--- src/rtl/ins_fetch_pkg.sv ---
// Shared opcode constants, FSM state encoding and opcode predicates for the
// ins_fetch instruction sequencer and the decoder downstream of it.
package ins_fetch_pkg;

    localparam logic [3:0] OP_JMP  = 4'b1010;
    localparam logic [3:0] OP_JG   = 4'b1011;
    localparam logic [3:0] OP_MOVI = 4'b1110;
    localparam logic [3:0] OP_HALT = 4'b1111;

    typedef enum logic [2:0] {
        ST_IDLE,
        ST_FETCH1,
        ST_FETCH2,
        ST_DECODE,
        ST_EXEC,
        ST_HALTED,
        ST_PAUSE
    } state_t;

    // Opcodes that carry an immediate / jump-target byte after the opcode byte.
    function automatic logic is_two_byte(input logic [3:0] op);
        return op inside {OP_JMP, OP_JG, OP_MOVI};
    endfunction

    function automatic logic is_illegal(input logic [3:0] op);
        return op[3:2] == 2'b00;
    endfunction

endpackage

--- src/rtl/ins_fetch_pc_reg.sv ---
// Program counter register: async reset to 0, load takes priority over increment,
// increment wraps modulo 2^AW.
module pc_reg #(
    parameter int AW = 8
) (
    input  logic          clk,
    input  logic          rst,
    input  logic          inc,
    input  logic          load,
    input  logic [AW-1:0] d,
    output logic [AW-1:0] q
);

    always_ff @(posedge clk or posedge rst) begin
        if (rst)
            q <= '0;
        else if (load)
            q <= d;
        else if (inc)
            q <= q + AW'(1);
    end

endmodule

--- src/rtl/ins_fetch.sv ---
// Instruction fetch sequencer: fetches 1/2-byte instructions over req/ack, strobes
// the decoder, applies jmp/jg on exec_done. Define INS_FETCH_STEP_EN for single-step.
module ins_fetch
    import ins_fetch_pkg::*;
#(
    parameter int AW = 8,
    parameter int DW = 8
) (
    input  logic          clk,
    input  logic          rst,
`ifdef INS_FETCH_STEP_EN
    input  logic          step,
`endif
    input  logic          run,
    output logic          mem_rd,
    output logic [AW-1:0] mem_addr,
    input  logic          mem_ack,
    input  logic [DW-1:0] mem_rdata,
    output logic [3:0]    ir,
    output logic [3:0]    fld,
    output logic [DW-1:0] imm,
    output logic          en,
    input  logic          exec_done,
    input  logic          br_taken,
    output logic [AW-1:0] pc,
    output logic          halted,
    output logic          illegal
);

    state_t state, state_nxt;
    logic   ack_f1, ack_f2, do_jump, step_go;

    assign ack_f1  = (state == ST_FETCH1) && mem_ack;
    assign ack_f2  = (state == ST_FETCH2) && mem_ack;
    assign do_jump = (state == ST_EXEC) && exec_done &&
                     ((ir == OP_JMP) || ((ir == OP_JG) && br_taken));

`ifdef INS_FETCH_STEP_EN
    // Edge-detect step so a held level releases only one instruction.
    logic step_q;
    always_ff @(posedge clk or posedge rst) begin
        if (rst)
            step_q <= 1'b0;
        else
            step_q <= step;
    end
    assign step_go = step && !step_q;
`else
    assign step_go = 1'b0;
`endif

    always_ff @(posedge clk or posedge rst) begin
        if (rst)
            state <= ST_IDLE;
        else
            state <= state_nxt;
    end

    always_comb begin
        state_nxt = state;
        case (state)
            ST_IDLE:   if (run) state_nxt = ST_FETCH1;
            ST_FETCH1: if (mem_ack) begin
                if (is_two_byte(mem_rdata[7:4]))
                    state_nxt = ST_FETCH2;
                else if (is_illegal(mem_rdata[7:4]))
                    state_nxt = ST_FETCH1;
                else
                    state_nxt = ST_DECODE;
            end
            ST_FETCH2: if (mem_ack) state_nxt = ST_DECODE;
            ST_DECODE: state_nxt = (ir == OP_HALT) ? ST_HALTED : ST_EXEC;
`ifdef INS_FETCH_STEP_EN
            ST_EXEC:   if (exec_done) state_nxt = ST_PAUSE;
            ST_PAUSE:  if (step_go) state_nxt = ST_FETCH1;
`else
            ST_EXEC:   if (exec_done) state_nxt = ST_FETCH1;
`endif
            ST_HALTED: state_nxt = ST_HALTED;
            default:   state_nxt = ST_IDLE;
        endcase
    end

    always_comb begin
        mem_rd = (state == ST_FETCH1) || (state == ST_FETCH2);
        en     = (state == ST_DECODE);
        halted = (state == ST_HALTED);
    end

    always_ff @(posedge clk or posedge rst) begin
        if (rst) begin
            ir      <= '0;
            fld     <= '0;
            imm     <= '0;
            illegal <= 1'b0;
        end else begin
            if (ack_f1) begin
                ir  <= mem_rdata[7:4];
                fld <= mem_rdata[3:0];
                if (is_illegal(mem_rdata[7:4]))
                    illegal <= 1'b1;
            end
            if (ack_f2)
                imm <= mem_rdata;
        end
    end

    pc_reg #(.AW(AW)) u_pc (
        .clk  (clk),
        .rst  (rst),
        .inc  (ack_f1 || ack_f2),
        .load (do_jump),
        .d    (imm[AW-1:0]),
        .q    (pc)
    );

    assign mem_addr = pc;

    logic unused_step;
    assign unused_step = step_go;

endmodule
--- config.mk ---
export PLATFORM = sky130hd
export DESIGN_NAME = ins_fetch
export DESIGN_NICKNAME = d
export VERILOG_FILES = /design/src/rtl/ins_fetch_pkg.sv /design/src/rtl/ins_fetch_pc_reg.sv /design/src/rtl/ins_fetch.sv
export SDC_FILE = /design/constraint.sdc
export NUM_CORES = 1
export LEC_CHECK = 0
export CORE_MARGIN = 2
export CORE_UTILIZATION = 40
export DETAILED_ROUTE_END_ITERATION = 12
export GPL_ROUTABILITY_DRIVEN = 0
export HOLD_SLACK_MARGIN = 0.02
export PLACE_DENSITY = 0.75
export SLEW_MARGIN = 10
export SYNTH_ARGS = -nofsm -noshare
export SYNTH_HDL_FRONTEND = slang
export SYNTH_HIERARCHICAL = 1
export SYNTH_SLANG_ARGS = --single-unit
--- constraint.sdc ---
create_clock -name clk -period 1.7 [get_ports clk]
set_input_delay 0.51 -clock clk [delete_from_list [all_inputs] [get_ports clk]]
set_output_delay 0.51 -clock clk [all_outputs]
set_load 0.01 [all_outputs]
==> results.json <==
{
  "outcome": "finished, violations left",
  "violations": "negative setup slack",
  "synth-simple-area-share_pct": 19.0,
  "layout_common_cells": "buf_4, dlygate4sd2_1, dfrtp_1, mux2_2, clkdlybuf4s50_1",
  "synthArstFlopShare_pct": 100,
  "postRouteWirelength_mm": 4.21,
  "cts_sinks": 28,
  "rsz0062_at_grt": "yes",
  "cts-root-buf": "clkbuf_4",
  "synth-seq-area-share_pct": 48.7,
  "crit_path_max_incr_delay_ns": 0.42,
  "vias": 1349,
  "worstReg2RegStart": "state[1]$_DFFE_PP0P_",
  "core_area_um2": 3390,
  "overflow": 0,
  "cp.required_ns": 1.19,
  "synth_top_family_by_area": "simple AND/OR/NAND/NOR gates",
  "synth_mux_area_share_pct": 13.9,
  "final-setup-viol-count": 7,
  "fin_nets": 237,
  "critPathMostFrequentCell": "buf_6",
  "cts_tree": "done",
  "boundaryPins": 50,
  "netlist_instances": 130,
  "drc_errors": 0,
  "holdBufCountCts": 0,
  "crit_fanout": 3,
  "synth-xor-area-share_pct": 2.43,
  "syn_nets": 145,
  "die_w_um": 64.0,
  "synth_cell_types": 37,
  "leakage_nw": 1.18,
  "n_antenna_cell": 0,
  "cts_max_level": 1,
  "first_pass_iters": 4,
  "worst_slew_margin_rel_pct": 79.8,
  "yosysWarnings": 6,
  "drt.antenna.violating_nets": 0,
  "syn_area_per_cell_um2": 11.1,
  "start_kind": "flip-flop",
  "worstMarginPinSlew_ns": 0.304,
  "grt_max_degree": 21,
  "holdWs_ns": 0.430,
  "p_per_area_nw_per_um2": 1740,
  "cts_buffer_depth": 2,
  "fill_cells": 249,
  "critPathBufInv": 2,
  "finalCriticalPeriod_ns": 1.81,
  "synth-seq-cells": 28,
  "die_h_um": 64.0,
  "syn_to_final_growth_pct": 68.8,
  "skew_ns": 0.00326,
  "drive_above_1_share_pct": 41.2,
  "wire_per_inst_um": 15.8,
  "cp_data_arrival_time_ns": 1.30,
  "hp-class": "input pin to asynchronous set/reset pin",
  "yosysTopAreaCell": "dfrtp_1",
  "drt-vias-per-instance": 5.05,
  "final_common_cell": "buf_4",
  "hold_viol": 0,
  "p_total_mw": 4.21,
  "dieArea_um2": 4090,
  "initial_core_util_pct": 42.5,
  "syn_area_um2": 1440,
  "io_buffers": 49,
  "crit_family": "flip-flops",
  "synthFlopType": "dfrtp_1",
  "clock_latency_ns": 0.32,
  "grt_pass1_vias": 1505,
  "grt_pass1_wl_mm": 7.11,
  "placed_cells_incl_taps": 232,
  "grtUsageTotal_pct": 21.9,
  "setup.worst_path.start": "state[1]$_DFFE_PP0P_",
  "numCtsBuffers": 3,
  "path_cells": "buf_6 -> nand2b_4 -> a21oi_4 -> buf_6",
  "peakVddDrop_mv": 0.939,
  "synth_compound_area_share_pct": 7.74,
  "crit_type": "flip-flop to output port",
  "post-route-period-util_pct": 107,
  "antenna_found_initial": 0,
  "clock.fmax_ghz": 0.551,
  "maxCapViolations": 0,
  "stdcell_count": 267,
  "synth_top_area_share_pct": 48.7,
  "slowest_stage": "dfrtp_1",
  "synth_fa_ha_area_share_pct": 0.870,
  "initialDrtViolationCount": 45,
  "synth_edf_count": 0,
  "synth_area_leaders": "dfrtp_1, mux2_2, buf_4, o21ai_0, nand2_1",
  "clkSlewWorstSetupHoldPaths_ns": 0.15,
  "end_kind": "output port",
  "dpl.hpwl_mm": 2.74,
  "worst_slack_ns": -0.114,
  "row_count": 21,
  "slew_violations": 0
}
[area by class of cell]
class | count | area, um2 | share of cell area (%)
multi-input cells | 84 | 706 | 29.1
clock buffers | 4 | 36.3 | 1.49
flip-flops and latches | 28 | 703 | 29.0
repair buffers | 101 | 911 | 37.5
well taps | 46 | 57.6 | 2.37
inverters | 4 | 15.0 | 0.618
[stage by stage]
step                util (%)  area, um2  setup slack [ns]  TNS (ns)
floorplan                  -       1470           -0.0274   -0.0340
global placement        62.2       2110            -0.278     -5.64
detailed placement      62.2       2110            -0.317     -6.02
CTS                     68.6       2320            -0.119    -0.400
global route            71.7       2430            -0.184     -1.36
finish                  71.7       2430            -0.114    -0.510
[worst reg2reg max path, stage by stage, from the launching register on]
cell and delay (ns):
dfrtp_1 0.42, buf_6 0.12, nand2b_4 0.16, a21oi_4 0.16, buf_6 0.11, and2_4 0.16
nand4_1 0.12, or4_1 0.42, nand3_1 0.09
[flip-flops by register name, summed over array words and instances, names as in the netlist]
register / cells
imm: 8
u_pc/q: 8
fld: 4
ir: 4
state: 3
illegal: 1
[metal layers]
metal	vias to the layer above	global-route usage, %	part of all wire (%)
li1	643	-	-
met1	654	27.4	41
met2	44	39.1	54
met3	8	2.99	4.1
met4	0	6.52	1.0
met5	-	0	0
[report_power, final]
part           switching, mW  total (mW)  internal, mW
clock network          0.199       0.330         0.131
logic                   1.17        2.70          1.54
registers              0.191        1.18         0.989
[worst paths after layout]
kind | end | slack (ns) | cells after the start
max in group asynchronous | fld[1]$_DFFE_PP0P_ | 0.96 | 3
min | u_pc/q[7]$_DFFE_PP0P_ | 0.43 | 2
min reg2reg | illegal$_DFFE_PP0P_ | 0.48 | 1
max | mem_rd | -0.11 | 4
min in group clk | illegal$_DFFE_PP0P_ | 0.48 | 1
max reg2reg | u_pc/q[7]$_DFFE_PP0P_ | -0.11 | 8
[Yosys cell counts, types with 3 or more instances]
cell	n
dfrtp_1	28
mux2_2	16
nand2_1	10
buf_4	9
o21ai_0	8
nand3_1	5
inv_1	4
nor2b_1	4
buf_2	3
nand4_1	3
nor2_1	3
or4_1	3
xor2_1	3
[cell families (layout without fill, tap and decap cells)]
| family | Yosys count | count (layout) |
|---|---|---|
| XOR/XNOR | 4 | 4 |
| AND/OR/NAND/NOR | 43 | 43 |
| AO/OA/AOI/OAI | 18 | 18 |
| flip-flops | 28 | 28 |
| multiplexers | 18 | 18 |
| adder cells (fa/ha/maj) | 1 | 1 |
| buffers and inverters | 18 | 109 |
[repair_timing]
item                       in CTS  in global routing
buffers inserted               26                  3
setup endpoints to repair      44                 25
cloned                          1                  1
resized for setup              52                 21
pin swaps                       2                  5
No activity file was read; power rests on OpenSTA's default activity.
